### config.mk
export PLATFORM = sky130hd
export DESIGN_NAME = spi_master_core_flat
export DESIGN_NICKNAME = d
export VERILOG_FILES = /design/src/rtl/spi_master_core_if.sv /design/src/rtl/spi_master_core.sv /design/src/flat_wrapper.sv
export SDC_FILE = /design/constraint.sdc
export NUM_CORES = 1
export LEC_CHECK = 0
export CELL_PAD_IN_SITES_DETAIL_PLACEMENT = 1
export CELL_PAD_IN_SITES_GLOBAL_PLACEMENT = 2
export CORE_AREA = 2 2 117 119
export CTS_BUF_LIST = sky130_fd_sc_hd__clkbuf_8 sky130_fd_sc_hd__clkbuf_16
export CTS_CLUSTER_SIZE = 30
export DETAILED_ROUTE_END_ITERATION = 10
export DIE_AREA = 0 0 119 121
export PLACE_DENSITY_LB_ADDON = 0.3
export SYNTH_ARGS = -nofsm -noshare
export SYNTH_HDL_FRONTEND = slang
export SYNTH_SLANG_ARGS = --single-unit
### constraint.sdc
create_clock -name clk -period 3 [get_ports clk]
set_clock_uncertainty 0.15 [all_clocks]
set_input_delay 0.6 -clock clk [delete_from_list [all_inputs] [get_ports clk]]
set_output_delay 0.6 -clock clk [all_outputs]
set_load 0.005 [all_outputs]
### src/rtl/spi_master_core_if.sv
// Bundle of control-side handshake and SPI pin signals for spi_master_core.
// The "master" modport is the view of the SPI master core; the "slave" modport is the view of its environment.
interface spi_master_core_if #(
   parameter int DATA_W = 32
) ();
   logic              go_transfer;
   logic [DATA_W-1:0] data_write_to_spi;
   logic [DATA_W-1:0] data_read_from_spi;
   logic              data_pack_ready;
   logic              spi_sclk;
   logic              spi_mosi;
   logic              spi_miso;
   logic              spi_cs_n;

   modport master (
      input  go_transfer,
      input  data_write_to_spi,
      input  spi_miso,
      output data_read_from_spi,
      output data_pack_ready,
      output spi_sclk,
      output spi_mosi,
      output spi_cs_n
   );

   modport slave (
      output go_transfer,
      output data_write_to_spi,
      output spi_miso,
      input  data_read_from_spi,
      input  data_pack_ready,
      input  spi_sclk,
      input  spi_mosi,
      input  spi_cs_n
   );
endinterface

### src/rtl/spi_master_core.sv
// Full-duplex MSB-first SPI master shift engine: one frame per accepted go_transfer pulse,
// completion signalled by the falling edge of data_pack_ready. All outputs are registered.
module spi_master_core #(
   parameter int DATA_W   = 32,
   parameter int CLK_DIV  = 4,
   parameter int CPOL     = 0,
   parameter int CPHA     = 0,
   parameter int CS_SETUP = 2,
   parameter int CS_HOLD  = 2
) (
   input logic               clk,
   input logic               reset_n,
   spi_master_core_if.master bus
);

   localparam logic [1:0] ST_IDLE  = 2'd0;
   localparam logic [1:0] ST_SETUP = 2'd1;
   localparam logic [1:0] ST_SHIFT = 2'd2;
   localparam logic [1:0] ST_HOLD  = 2'd3;

   localparam int DIV_W  = (CLK_DIV > 1) ? $clog2(CLK_DIV) : 1;
   localparam int EDGE_W = $clog2(2 * DATA_W);
   localparam int SET_W  = $clog2(CS_SETUP + 1);
   localparam int HOLD_W = (CS_HOLD > 1) ? $clog2(CS_HOLD) : 1;

   localparam logic [DIV_W-1:0]  DIV_LAST  = DIV_W'(CLK_DIV - 1);
   localparam logic [EDGE_W-1:0] EDGE_LAST = EDGE_W'(2 * DATA_W - 1);
   localparam logic [SET_W-1:0]  SET_LAST  = SET_W'(CS_SETUP);
   localparam logic [HOLD_W-1:0] HOLD_LAST = HOLD_W'(CS_HOLD - 1);
   localparam logic              CPOL_L    = (CPOL != 0);
   localparam logic              CPHA_L    = (CPHA != 0);

   logic [1:0]        state_q, state_d;
   logic [DIV_W-1:0]  divCnt_q, divCnt_d;
   logic [EDGE_W-1:0] edgeCnt_q, edgeCnt_d;
   logic [SET_W-1:0]  setupCnt_q, setupCnt_d;
   logic [HOLD_W-1:0] holdCnt_q, holdCnt_d;
   logic [DATA_W-1:0] tx_q, tx_d;
   logic [DATA_W-1:0] rx_q, rx_d;
   logic [DATA_W-1:0] rdData_q, rdData_d;
   logic              ready_q, ready_d;
   logic              sclk_q, sclk_d;
   logic              mosi_q, mosi_d;
   logic              csN_q, csN_d;

   always_comb begin
      state_d    = state_q;
      divCnt_d   = divCnt_q;
      edgeCnt_d  = edgeCnt_q;
      setupCnt_d = setupCnt_q;
      holdCnt_d  = holdCnt_q;
      tx_d       = tx_q;
      rx_d       = rx_q;
      rdData_d   = rdData_q;
      ready_d    = ready_q;
      sclk_d     = sclk_q;
      mosi_d     = mosi_q;
      csN_d      = csN_q;

      case (state_q)
         ST_IDLE: begin
            csN_d  = 1'b1;
            sclk_d = CPOL_L;
            if (bus.go_transfer) begin
               state_d    = ST_SETUP;
               ready_d    = 1'b1;
               csN_d      = 1'b0;
               divCnt_d   = '0;
               edgeCnt_d  = '0;
               setupCnt_d = '0;
               holdCnt_d  = '0;
               rx_d       = '0;
               // CPHA=0 slaves sample on the leading edge, so the MSB must already be on mosi.
               if (!CPHA_L) begin
                  mosi_d = bus.data_write_to_spi[DATA_W-1];
                  tx_d   = {bus.data_write_to_spi[DATA_W-2:0], 1'b0};
               end else begin
                  mosi_d = 1'b0;
                  tx_d   = bus.data_write_to_spi;
               end
            end
         end

         ST_SETUP: begin
            if (setupCnt_q == SET_LAST) begin
               state_d = ST_SHIFT;
            end else begin
               setupCnt_d = setupCnt_q + 1'b1;
            end
         end

         ST_SHIFT: begin
            if (divCnt_q == DIV_LAST) begin
               divCnt_d = '0;
               sclk_d   = ~sclk_q;
               // Even edge indices are leading edges; the phase decides which ones sample.
               if (edgeCnt_q[0] == CPHA_L) begin
                  rx_d = {rx_q[DATA_W-2:0], bus.spi_miso};
               end else begin
                  mosi_d = tx_q[DATA_W-1];
                  tx_d   = {tx_q[DATA_W-2:0], 1'b0};
               end
               if (edgeCnt_q == EDGE_LAST) begin
                  state_d   = ST_HOLD;
                  holdCnt_d = '0;
               end else begin
                  edgeCnt_d = edgeCnt_q + 1'b1;
               end
            end else begin
               divCnt_d = divCnt_q + 1'b1;
            end
         end

         ST_HOLD: begin
            if (holdCnt_q == HOLD_LAST) begin
               state_d  = ST_IDLE;
               rdData_d = rx_q;
               ready_d  = 1'b0;
               csN_d    = 1'b1;
               mosi_d   = 1'b0;
            end else begin
               holdCnt_d = holdCnt_q + 1'b1;
            end
         end

         default: begin
            state_d = ST_IDLE;
         end
      endcase
   end

   always_ff @(posedge clk or negedge reset_n) begin
      if (!reset_n) begin
         state_q    <= ST_IDLE;
         divCnt_q   <= '0;
         edgeCnt_q  <= '0;
         setupCnt_q <= '0;
         holdCnt_q  <= '0;
         tx_q       <= '0;
         rx_q       <= '0;
         rdData_q   <= '0;
         ready_q    <= 1'b0;
         sclk_q     <= CPOL_L;
         mosi_q     <= 1'b0;
         csN_q      <= 1'b1;
      end else begin
         state_q    <= state_d;
         divCnt_q   <= divCnt_d;
         edgeCnt_q  <= edgeCnt_d;
         setupCnt_q <= setupCnt_d;
         holdCnt_q  <= holdCnt_d;
         tx_q       <= tx_d;
         rx_q       <= rx_d;
         rdData_q   <= rdData_d;
         ready_q    <= ready_d;
         sclk_q     <= sclk_d;
         mosi_q     <= mosi_d;
         csN_q      <= csN_d;
      end
   end

   assign bus.data_read_from_spi = rdData_q;
   assign bus.data_pack_ready    = ready_q;
   assign bus.spi_sclk           = sclk_q;
   assign bus.spi_mosi           = mosi_q;
   assign bus.spi_cs_n           = csN_q;

endmodule

### src/flat_wrapper.sv
// flat-port wrapper written by rule: the top's interface ports become plain ports
module spi_master_core_flat 
#(
   parameter int DATA_W   = 32,
   parameter int CLK_DIV  = 4,
   parameter int CPOL     = 0,
   parameter int CPHA     = 0,
   parameter int CS_SETUP = 2,
   parameter int CS_HOLD  = 2
)
  (clk, reset_n, bus_go_transfer, bus_data_write_to_spi, bus_spi_miso, bus_data_read_from_spi, bus_data_pack_ready, bus_spi_sclk, bus_spi_mosi, bus_spi_cs_n);
  spi_master_core_if #(.DATA_W(DATA_W)) bus_i ();
  input logic clk;
  input logic reset_n;
  input wire logic [$bits(bus_i.go_transfer)-1:0] bus_go_transfer;
  input wire logic [$bits(bus_i.data_write_to_spi)-1:0] bus_data_write_to_spi;
  input wire logic [$bits(bus_i.spi_miso)-1:0] bus_spi_miso;
  output wire logic [$bits(bus_i.data_read_from_spi)-1:0] bus_data_read_from_spi;
  output wire logic [$bits(bus_i.data_pack_ready)-1:0] bus_data_pack_ready;
  output wire logic [$bits(bus_i.spi_sclk)-1:0] bus_spi_sclk;
  output wire logic [$bits(bus_i.spi_mosi)-1:0] bus_spi_mosi;
  output wire logic [$bits(bus_i.spi_cs_n)-1:0] bus_spi_cs_n;
  assign bus_i.go_transfer = bus_go_transfer;
  assign bus_i.data_write_to_spi = bus_data_write_to_spi;
  assign bus_i.spi_miso = bus_spi_miso;
  assign bus_data_read_from_spi = bus_i.data_read_from_spi;
  assign bus_data_pack_ready = bus_i.data_pack_ready;
  assign bus_spi_sclk = bus_i.spi_sclk;
  assign bus_spi_mosi = bus_i.spi_mosi;
  assign bus_spi_cs_n = bus_i.spi_cs_n;
  spi_master_core #(.DATA_W(DATA_W), .CLK_DIV(CLK_DIV), .CPOL(CPOL), .CPHA(CPHA), .CS_SETUP(CS_SETUP), .CS_HOLD(CS_HOLD)) u_core (.clk(clk), .reset_n(reset_n), .bus(bus_i));
endmodule
== Word level (Yosys, flattened, before mapping) ==
Index checks and enable logic that the tools add are counted.

* Add/sub/neg operators: 4
* Equality and inequality tests: 15
* Muxes and demuxes: 40
* Bitwise logic cells: 1
* Reduce and logical (&&, ||, !) cells: 17

{| class="wikitable"
|+ Operators by type and width
! kind !! number
|-
| $mux W32 || 6
|-
| $pmux W32 S2 || 2
|-
| $mux W6 || 3
|-
| $mux W2 || 8
|-
| $reduce_and A4 Y1 || 4
|-
| $mux W1 || 12
|-
| $pmux W6 S2 || 1
|-
| $ne A2 B1 Y1 const B || 5
|-
| $reduce_and A5 Y1 || 2
|-
| $eq A2 B2 Y1 const B || 4
|-
| $ne A2 B2 Y1 const B || 4
|-
| $pmux W2 S2 || 2
|-
| $pmux W2 S4 || 1
|-
| $reduce_and A2 Y1 || 4
|-
| $add A6 B1 Y6 const B || 1
|-
| $eq A6 B6 Y1 const B || 1
|-
| $pmux W1 S2 || 3
|-
| $pmux W1 S3 || 2
|-
| $reduce_and A3 Y1 || 2
|-
| $reduce_bool A2 Y1 || 3
|-
| $add A2 B1 Y2 const B || 2
|-
| $reduce_bool A3 Y1 || 1
|-
| $eq A2 B1 Y1 const B || 1
|-
| $logic_not A2 Y1 || 1
|-
| other kinds (2) || 2
|}

* Register bits after elaboration: 113
* Bits of input ports: 36
* Logic and storage cells: 89

== Logic depth before layout (Yosys ltp) ==
* Word-level depth: 4
* Mapped depth: 9

== Worst setup path before layout ==
Ideal clock, no wire load.

* Path type: reg2reg
* Start point: reg u_core.state_q[0]
* End point: reg u_core.rx_q[21]
* Arrival time: 1777 ps
* Path slack: 941 ps
* Stages on the path, launching flop included: 9
* Path buffers: 2
* Period minus slack after synthesis: 2059 ps
* Path through: dfrtp_1 > inv_1 > ha_1 > buf_6 > nor2b_2 > nor4_4 > buf_6 > mux2i_1 > nor2_1

* Cells in the longest elaborated chain, start to end: 3
* Elaborated cells between the ends (all ways): 8
* Those cells by class: 4 x eq/ne; 1 x mux; 3 x reduce/logical

{| class="wikitable"
|+ RTL lines
! what !! line !! source
|-
| start: declaration || spi_master_core.sv:33 || <nowiki>logic [1:0] state_q, state_d;</nowiki>
|-
| start signal: assignment || spi_master_core.sv:147 || <nowiki>state_q <= state_d;</nowiki>
|-
| $eq A2 B2 Y1 / $logic_not A2 Y1 (equally long branches) || spi_master_core.sv:60 || <nowiki>case (state_q)</nowiki>
|-
| $ne A2 B2 Y1 (no source line) (tied with other cells) || - ||
|-
| $reduce_and A4 Y1 (no source line) || - ||
|-
| end signal: assignment || spi_master_core.sv:153 || <nowiki>rx_q <= rx_d;</nowiki>
|-
| end: declaration || spi_master_core.sv:39 || <nowiki>logic [DATA_W-1:0] rx_q, rx_d;</nowiki>
|}

Several ways; a longest one is shown, not always the timed one.
A chain may end at the register's enable or synchronous reset.

== Worst setup path after layout ==
* Start point: reg u_core.state_q[0]
* End point: reg u_core.tx_q[5]

* Cells in the longest elaborated chain, start to end: 3
* Elaborated cells between the ends (all ways): 8
* Those cells by class: 4 x eq/ne; 1 x mux; 3 x reduce/logical

{| class="wikitable"
|+ RTL lines
! what !! line !! source
|-
| $eq A2 B2 Y1 / $logic_not A2 Y1 (equally long branches) || spi_master_core.sv:60 ||
|-
| $ne A2 B1 Y1 (no source line) (tied with other cells) || - ||
|-
| $reduce_and A4 Y1 (no source line) || - ||
|-
| end signal: assignment || spi_master_core.sv:152 || <nowiki>tx_q <= tx_d;</nowiki>
|-
| end: declaration || spi_master_core.sv:38 || <nowiki>logic [DATA_W-1:0] tx_q, tx_d;</nowiki>
|}

Several ways; a longest one is shown, not always the timed one.

==> flow_metrics.py <==
metrics = {
    "outcome": {
        "status": "finished, final reports clean",
    },
    "finish": {
        "design_area_um2": 6170,
        "syn_to_final_growth_pct": 25.0,
        "fin_cells": 681,
        "drive_gt1_share_pct": 13.7,
        "multiInputGateArea_um2": 2000,
        "antenna_cells": 0,
        "fin_nets": 544,
        "layout.filler_cells": 1376,
        "fin_util_pct": 47.1,
        "seqCellArea_um2": 2800,
    },
    "clocking": {
        "path_clk_slew_ns": 0.07,
        "htreeDepth": 3,
        "clock-sinks": 112,
        "numCtsBuffers": 9,
        "clockBufferDepth": 2,
        "cts_resized": 0,
        "tritoncts": "done",
        "postCtsSetupRepairBufs": 0,
        "clk_latency_ns": 0.35,
        "cts_hold_buf": 0,
        "root_buffer": "clkbuf_16",
    },
    "job": {
        "drv_cap": 0,
    },
    "sta": {
        "fmax_ghz": 0.417,
        "whs_ns": 0.0704,
        "relSlewSlack_pct": 59.9,
        "tightest_slew_ns": 0.590,
        "maxSlewViolCount": 0,
        "rsz0062_at_grt": "false",
        "setup_tns_ns": 0,
        "period_minus_slack_ns": 2.40,
        "hold_viol": 0,
        "setup_viol": 0,
        "period_share_pct": 80.0,
    },
    "synth": {
        "ys_ff_latch": 112,
        "synth_area_um2": 4930,
        "ys_types": 43,
        "synth.largest_area_cell": "dfrtp_1",
        "syn_inst": 431,
        "ys_warn_count": 0,
        "synth.area.top_cells": "dfrtp_1 56%, mux2i_1 9.3%, mux2_2 8.0%",
        "synth_flop_cell": "dfrtp_1",
        "yosysMostFrequentCell": "dfrtp_1",
        "synth_common_cells": "111 x dfrtp_1, 51 x nor2_1, 46 x mux2i_1",
        "synth_top_area_share_pct": 56.3,
        "synthesis.nets": 475,
        "seq_area_frac_synth_pct": 56.8,
        "synthArstFlopShare_pct": 100,
        "syn_avg_cell_area_um2": 11.4,
        "synth-edff-count": 0,
    },
    "global_routing": {
        "grt_overflow": 0,
        "grt_pass1_wl_um": 17900,
        "grt_antenna_before_repair": 0,
        "grt_pass1_vias": 3556,
        "grt_usage_pct": 15.8,
        "grt_max_degree": 62,
    },
    "detailed_routing": {
        "wl_per_cell_um": 15.5,
        "viasPerCell": 5.00,
        "num_vias": 3406,
        "postRouteAntennaNets": 0,
        "drc": 0,
        "drt_iter0_drc": 87,
        "routed_wl_um": 10600,
        "first_pass_iters": 4,
    },
    "place": {
        "dpl.hpwl_um": 7230,
        "port_buffers": 71,
        "dpl_cell_area_um2": 5840,
        "gp_congestion": 0.758,
        "dp.cells": 665,
    },
    "die": {
        "ios": 72,
        "die-area_um2": 14400,
        "die_w_um": 119,
        "num_rows": 42,
        "dieHeight_um": 121,
        "start_util_pct": 37.7,
        "coreArea_um2": 13100,
    },
    "worst_setup_path": {
        "crit_arrival_ns": 2.46,
        "crit_fanout": 61,
        "cp-end-kind": "register",
        "start_kind": "register",
        "critPathKind": "reg -> reg",
        "required_ns": 3.06,
    },
    "power": {
        "power_density_nw_per_um2": 473,
        "power_leakage_nw": 3.01,
        "ir_drop_mv": 0.221,
    },
    "min_path": {
        "hold_class": "in -> async",
    },
}
worst paths after layout:
check | start | depth (start not counted) | end | slack [ns]
max | u_core.state_q[0]$_DFFE_PN0P_ | 7 | u_core.tx_q[5]$_DFFE_PN0P_ | 0.60
min | reset_n | 1 | u_core.bus.data_read_from_spi[10]$_DFFE_PN0P_ | 0.07
max reg2reg | u_core.state_q[0]$_DFFE_PN0P_ | 7 | u_core.tx_q[5]$_DFFE_PN0P_ | 0.60
min reg2reg | u_core.rx_q[31]$_DFFE_PN0P_ | 2 | u_core.rx_q[31]$_DFFE_PN0P_ | 0.34
max in group asynchronous | reset_n | 2 | u_core.bus.spi_cs_n$_DFFE_PN1N_ | 1.88
min in group clk | u_core.rx_q[31]$_DFFE_PN0P_ | 2 | u_core.rx_q[31]$_DFFE_PN0P_ | 0.34
power by group:
group	switching [mW]	internal, mW
sequential	0.00314	1.51
clock	0.541	0.771
combinational	0.0407	0.0470
total	0.585	2.33
per-stage QoR:
step	setup WS, ns	power, mW
final	0.601	2.92
after global routing	0.422	3.02
after CTS	0.595	2.96
after detailed placement	0.418	1.64
after global placement	0.467	1.64
after floorplan	0.941	1.55
state kept, by name, summed over array words and instances, names as in the netlist:
signal	count
u_core.bus.data_read_from_spi	32
u_core.rx_q	32
u_core.tx_q	31
u_core.edgeCnt_q	6
u_core.divCnt_q	2
u_core.setupCnt_q	2
u_core.state_q	2
u_core.bus.data_pack_ready	1
u_core.bus.spi_cs_n	1
u_core.bus.spi_mosi	1
u_core.bus.spi_sclk	1
u_core.holdCnt_q	1
area by class of cell:
| cell class | instances | share of cell area [%] |
|---|---|---|
| inverter | 7 | 0.426 |
| clock inverter | 5 | 1.18 |
| tap | 176 | 3.57 |
| sequential | 112 | 45.5 |
| clock buffer | 11 | 4.10 |
| multi-input combinational | 289 | 32.4 |
| timing repair buffer | 81 | 12.9 |
cell usage in the layout, fill, tap and decap left out, types with 2 or more instances in the layout:
| master | instances |
|---|---|
| dfrtp_1 | 111 |
| clkdlybuf4s50_1 | 70 |
| nor2_1 | 51 |
| mux2i_1 | 46 |
| nand2_1 | 43 |
| mux2_2 | 35 |
| a21oi_1 | 31 |
| o21ai_1 | 18 |
| o21ai_0 | 11 |
| buf_4 | 10 |
| inv_1 | 9 |
| clkbuf_16 | 9 |
| a22o_1 | 8 |
| ha_1 | 7 |
| nand3_1 | 6 |
| nand2b_1 | 4 |
| nor2b_2 | 2 |
| and3_1 | 2 |
| a22oi_1 | 2 |
| a32o_1 | 2 |
| bufinv_16 | 2 |
| clkbuf_8 | 2 |
critical path: stages, from the launching register on:
cell	delay, ns
dfrtp_1	0.43
inv_1	0.12
ha_1	0.35
mux2i_2	0.59
a21oi_4	0.04
buf_4	0.33
nor2_1	0.17
a21oi_1	0.05
routing by layer:
layer | part of all wire, % | track usage (%)
met5 | 0 | 0
met4 | 2.2 | 7.37
met3 | 4.7 | 4.09
met2 | 48 | 26.3
met1 | 45 | 19.1
logic make-up (layout without fill, tap and decap cells):
logic type / count (synthesis) / count (layout) / synth area share (%)
AND/OR/NAND/NOR: 119 / 119 / 10.6
flip-flops: 112 / 112 / 56.8
multiplexers: 82 / 82 / 17.6
AO/OA/AOI/OAI: 79 / 79 / 9.79
buffers and inverters: 30 / 104 / 2.94
adder cells (fa/ha/maj): 8 / 8 / 2.03
XOR/XNOR: 1 / 1 / 0.178
Power figures use the tool's default switching activity.
==> patch 1: new RTL, config.mk and constraints unchanged <==
`CPOL` is set to 0 in 2 places; all go to 1.
--- a/src/rtl/spi_master_core.sv
+++ b/src/rtl/spi_master_core.sv
@@ -5,3 +5,3 @@
    parameter int CLK_DIV  = 4,
-   parameter int CPOL     = 0,
+   parameter int CPOL     = 1,
    parameter int CPHA     = 0,
--- a/src/flat_wrapper.sv
+++ b/src/flat_wrapper.sv
@@ -5,3 +5,3 @@
    parameter int CLK_DIV  = 4,
-   parameter int CPOL     = 0,
+   parameter int CPOL     = 1,
    parameter int CPHA     = 0,
Behaviour: not the same (a bounded check fails within 4 cycles, from zero or initial values and one cycle with reset_n low).
==> patch 1 against the original RTL <==
  * Area after synthesis down 0.33%
  * Sequential cell count did not move
  * Setup slack got worse by 0.024 ns
  * Power decreased by 5.1%
  * Wire length down 1.6%
  * Cell area down 0.43%
  * Hold slack improved by 0.073 ns
  * Critical path type unchanged
  * Largest power group unchanged
==> patch 1: results (changes against the original RTL) <==
[synthesis] cell types occupying the most area after synthesis dfrtp_1 (56%), mux2i_1 (9.4%), mux2_2 (7.3%)
[synthesis] ys async rst share 1.00 [unchanged]
[grt] via count of the first global-routing pass 3567 [+0.31%]
[route] total detailed-routing wirelength 10400 um [-1.6%]
[placed_design] post-place instance area 5850 um^2 [+0.11%]
[route] number of DRC violations after detailed-routing iteration 0 107 [+23%]
[critical_path] register-to-register setup slack 0.58 ns [-0.02 ns]
[critical_path] Critical Path Slowest Stage Cell mux2i_4
[route] first-pass iteration count of the detailed router 5 [+1]
[placed_design] RePlAce Congestion 0.768 [+1.3%]
[synthesis] net count after synthesis 474 [-0.21%]
[outcome] result of the run finished, final reports clean
[placed_design] half-perimeter wire length after placement 7150 um [-1.1%]
[timing] Min Hold Slack 0.143 ns [+0.0726 ns]
[clocking] total setup buffers inserted after CTS 0 [unchanged]
[grt] number of antenna violations at the first check in global routing 0 [unchanged]
[grt] maximum number of pins on one net before global-route repair 61 [-1.6%]
[critical_path] critical path arrival 2.54 ns [+0.08 ns]
[synthesis] commonest cells in the netlist dfrtp_1 (110), nor2_1 (52), mux2i_1 (46)
[route] total via count after detailed routing 3347 [-1.7%]
[critical_path] first element of the critical path u_core.state_q[0]
[critical_path] delay of the slowest critical-path stage 0.55 ns [-0.04 ns]
[layout] count of inserted antenna diode cells 0 [unchanged]
[synthesis] count of cell types in the netlist 39 [-9.3%]
[timing] slew at the pin closest to its max-slew limit 0.733 ns [+0.143 ns]
[clocking] CTS root buf clkbuf_16
[critical_path] largest driver fanout on the critical path 36 [-41%]
[layout] share of layout cells above drive strength 1 0.131 [-0.00542]
[timing] number of endpoints failing setup at the final stage 0 [unchanged]
[power] leakage power total 2.97 nW [-1.3%]
[layout] number of nets at the end of the flow 542 [-0.37%]
[power] worst voltage drop across the vdd grid 248 uV [+12%]
[synthesis] sequential share of the synthesized area 0.570 [+0.00213]
[grt] global-route wire length before repair 17600 um [-1.5%]
[grt] total global routing track utilization 0.154 [-0.00358]
[patch 1: cell types whose count changed in the layout (fill, tap and decap cells not counted), moves of 3 or more]
cell	before	now
inv_1	9	6
o21ai_0	11	4
a21o_1	1	4
buf_4	10	7
nor2b_1	1	5
mux2_2	35	32
a22o_1	8	5
[patch 1: kinds of logic (layout without fill, tap and decap cells)]
family,Yosys count,in the layout,synth area share
mux,81,81,0.176
xor+xnor,2,2,0.00356
flops,112,112,0.570
fa+ha+maj,8,8,0.0204
compound gates,78,78,0.0962
simple gates,120,120,0.106
buf+inv,29,102,0.0277
[patch 1: area by class of cell]
type | instances | area, um^2
well taps | 176 | 220
multi-input cells | 289 | 1990
inverters | 6 | 22.5
clock inverters | 5 | 40.0
clock buffers | 11 | 253
repair buffers | 80 | 813
fillers | 1448 | 6940
flip-flops and latches | 112 | 2810
[patch 1: worst paths after layout]
kind / cells past startpoint / to
setup / recovery: 7 / u_core.rx_q[12]
hold / removal: 1 / u_core.rx_q[7]
setup reg to reg: 7 / u_core.rx_q[12]
hold reg to reg: 2 / u_core.rx_q[31]
max in group asynchronous: 2 / u_core.rx_q[3]
min in group clk: 2 / u_core.rx_q[31]
[patch 1: stage by stage]
stage          worst slack [ns]  std cells
6_report                  0.577        679
5_1_grt                   0.322        679
4_1_cts                   0.522        679
3_3_place_gp              0.508        663
3_5_place_dp              0.467        663
2_1_floorplan             0.987        430
[patch 1: power breakdown]
| part | switching, mW | leakage [nW] | internal [mW] |
|---|---|---|---|
| Clock | 0.547 | 0.140 | 0.615 |
| Combinational | 0.0418 | 1.30 | 0.0490 |
| Sequential | 0.00324 | 1.52 | 1.51 |
| Total | 0.592 | 2.97 | 2.18 |
[patch 1: layer usage]
layer / GRT usage / up-vias / part of all wire / wire (um)
met1: 0.201 / 1667 / 0.47 / 4850
met3: 0.0301 / 13 / 0.030 / 312
met5: 0 / - / 0 / 0
met2: 0.250 / 42 / 0.49 / 5070
met4: 0.0670 / 0 / 0.016 / 167
li1: - / 1625 / - / -
[patch 1: worst reg2reg max path, cell delays in order, from the launching register on]
cell and delay, ns:
dfrtp_1 0.42, inv_1 0.12, ha_1 0.44, mux2i_4 0.55, a21o_1 0.14, buf_4 0.31, nand2_1 0.12, o21ai_1 0.09
==> patch 2: new RTL, same settings <==
Without the edit above. Reset style: synchronous (`reset_n`), changed in one clocked block.
--- a/src/rtl/spi_master_core.sv
+++ b/src/rtl/spi_master_core.sv
@@ -131,3 +131,3 @@
 
-   always_ff @(posedge clk or negedge reset_n) begin
+   always_ff @(posedge clk) begin
       if (!reset_n) begin
Check against the original RTL: differs if reset_n is asserted again (counterexample within 4 cycles, from zero or initial values and one cycle with reset_n low); with reset_n held inactive, the same outputs for 10 cycles.
==> patch 2 against the original RTL <==
  * Critical endpoint is now u_core.rx_q[16]
  * Cell area decreased by 8.0%
  * First-iteration DRC count increased by 120%
  * Critical path depth unchanged
  * Wire length increased by 0.34%
  * Global-route usage decreased by 0.45 points
  * Count of clock-buffer cells in the layout unchanged
  * Cell count increased by 10%
  * Area after synthesis decreased by 8.3%
  * Setup slack improved by 0.0071 ns
  * Maximum frequency increased by 0.30%
  * Sequential cell count unchanged
Power is not compared: it rests on default switching activity, and its combinational part moved more than twofold at a synthesized area within 25%.
==> patch 2: results (changes against the original RTL) <==
[synthesis] sequential share of the synthesized area 0.496 [-0.0726]
[critical_path] largest driver fanout on the critical path 32 [-48%]
[layout] share of layout cells above drive strength 1 0.0558 [-0.0808]
[route] metal1 wirelength 5020 um [+4.6%]
[synthesis] ys async rst share 0 [-1.00]
[outcome] result of the run finished, final reports clean
[placed_design] RePlAce Congestion 0.757 [-0.20%]
[grt] total global routing track utilization 0.153 [-0.00447]
[route] met2 WL 4980 um [-1.3%]
[critical_path] delay of the slowest critical-path stage 0.57 ns [-0.02 ns]
[synthesis] proportion of synthesized area in mux cells 0.0752 [-0.101]
[placed_design] half-perimeter wire length after placement 6870 um [-4.9%]
[route] total via count after detailed routing 3796 [+11%]
[route] total length of routed met3 wires 432 um [-12%]
[grt] global-route wire length before repair 17900 um [about the same]
[layout] number of nets at the end of the flow 612 [+13%]
[synthesis] net count after synthesis 561 [+18%]
[grt] maximum number of pins on one net before global-route repair 63 [+1.6%]
[synthesis] largest family of logic cells by synthesized area compound AO/OA/AOI/OAI gates
[route] number of DRC violations after detailed-routing iteration 0 195 [+120%]
[clocking] CTS root buf clkbuf_16
[placed_design] dpl ws 0.412 ns [-0.00591 ns]
[synthesis] area share of the leading cell type in the synthesized netlist 0.496 [-0.0673]
[route] highest routing layer actually used met4
[synthesis] adder-cell area share of the yosys netlist 0.0221 [+0.00184]
[synthesis] count of cell types in the netlist 38 [-12%]
[clocking] clock tree buffer depth 2 [unchanged]
[layout] number of filler cells placed in the layout 1513 [+10%]
[hold_path] classification of the worst-slack hold path flip-flop to flip-flop
[synthesis] compound-gate portion of the synthesized area 0.191 [+0.0927]
[power] worst voltage drop across the vdd grid 345 uV
[synthesis] commonest cells in the netlist dfxtp_1 (112), nand2_1 (83), nor2_1 (79)
[route] detail-routed net length per standard cell 14.2 um [-8.8%]
[critical_path] startpoint of the most critical register-to-register path u_core.state_q[0]
[critical_path] Critical Path Slowest Stage Cell mux2i_1
[synthesis] cell types occupying the most area after synthesis dfxtp_1 (50%), mux2i_1 (7.5%), nand2_1 (6.9%)
[synthesis] top_reg_cell synth dfxtp_1
[synthesis] share of the synthesized netlist area taken by xor and xnor gates 0 [-0.00177]
[timing] slew at the pin closest to its max-slew limit 0.578 ns [-0.0119 ns]
[critical_path] kind of start point of the critical path flip-flop
-- patch 2: final cells by class --
class | count | area [um^2] | share of cell area
clock buffers | 11 | 253 | 0.0445
clock inverters | 5 | 38.8 | 0.00683
well taps | 176 | 220 | 0.0388
flip-flops and latches | 112 | 2240 | 0.395
repair buffers | 80 | 803 | 0.142
inverters | 7 | 26.3 | 0.00463
multi-input cells | 358 | 2090 | 0.369
-- patch 2: power groups by stage --
stage,Sequential (mW),Clock (mW),Combinational [mW]
finish,1.84,1.18,1.24
global route,1.87,1.29,1.40
CTS,1.84,1.23,1.27
detailed placement,1.87,0,1.26
global placement,1.86,0,1.22
floorplan,1.83,0,0.969
-- patch 2: path summary, 6_finish.rpt --
path	end	slack [ns]	depth (start not counted)
min	u_core.bus.data_read_from_spi[0]	0.30	2
max	u_core.rx_q[16]	0.61	7
max reg2reg	u_core.rx_q[16]	0.61	7
min reg2reg	u_core.bus.data_read_from_spi[0]	0.30	2
-- patch 2: kinds of logic after synthesis --
logic type	count (synthesis)
simple gates	188
flops	112
fa+ha+maj	8
compound gates	128
mux	34
buf+inv	47
-- patch 2: stage by stage --
stage / instance area (um^2) / instances / power [mW]
2_1_floorplan: 4520 / 517 / 2.80
3_3_place_gp: 5390 / 733 / 3.07
3_5_place_dp: 5390 / 733 / 3.13
4_1_cts: 5680 / 749 / 4.34
5_1_grt: 5680 / 749 / 4.57
6_report: 5680 / 749 / 4.26
-- patch 2: worst min-delay path: stages (launching register included) --
cell	delay [ns]
dfxtp_1	0.31
nand2_1	0.05
a21oi_1	0.05
-- patch 2: layer usage --
metal,track usage,vias to the layer above
met2,0.258,63
li1,-,1898
met4,0.0677,0
met5,0,-
met1,0.188,1825
met3,0.0343,10
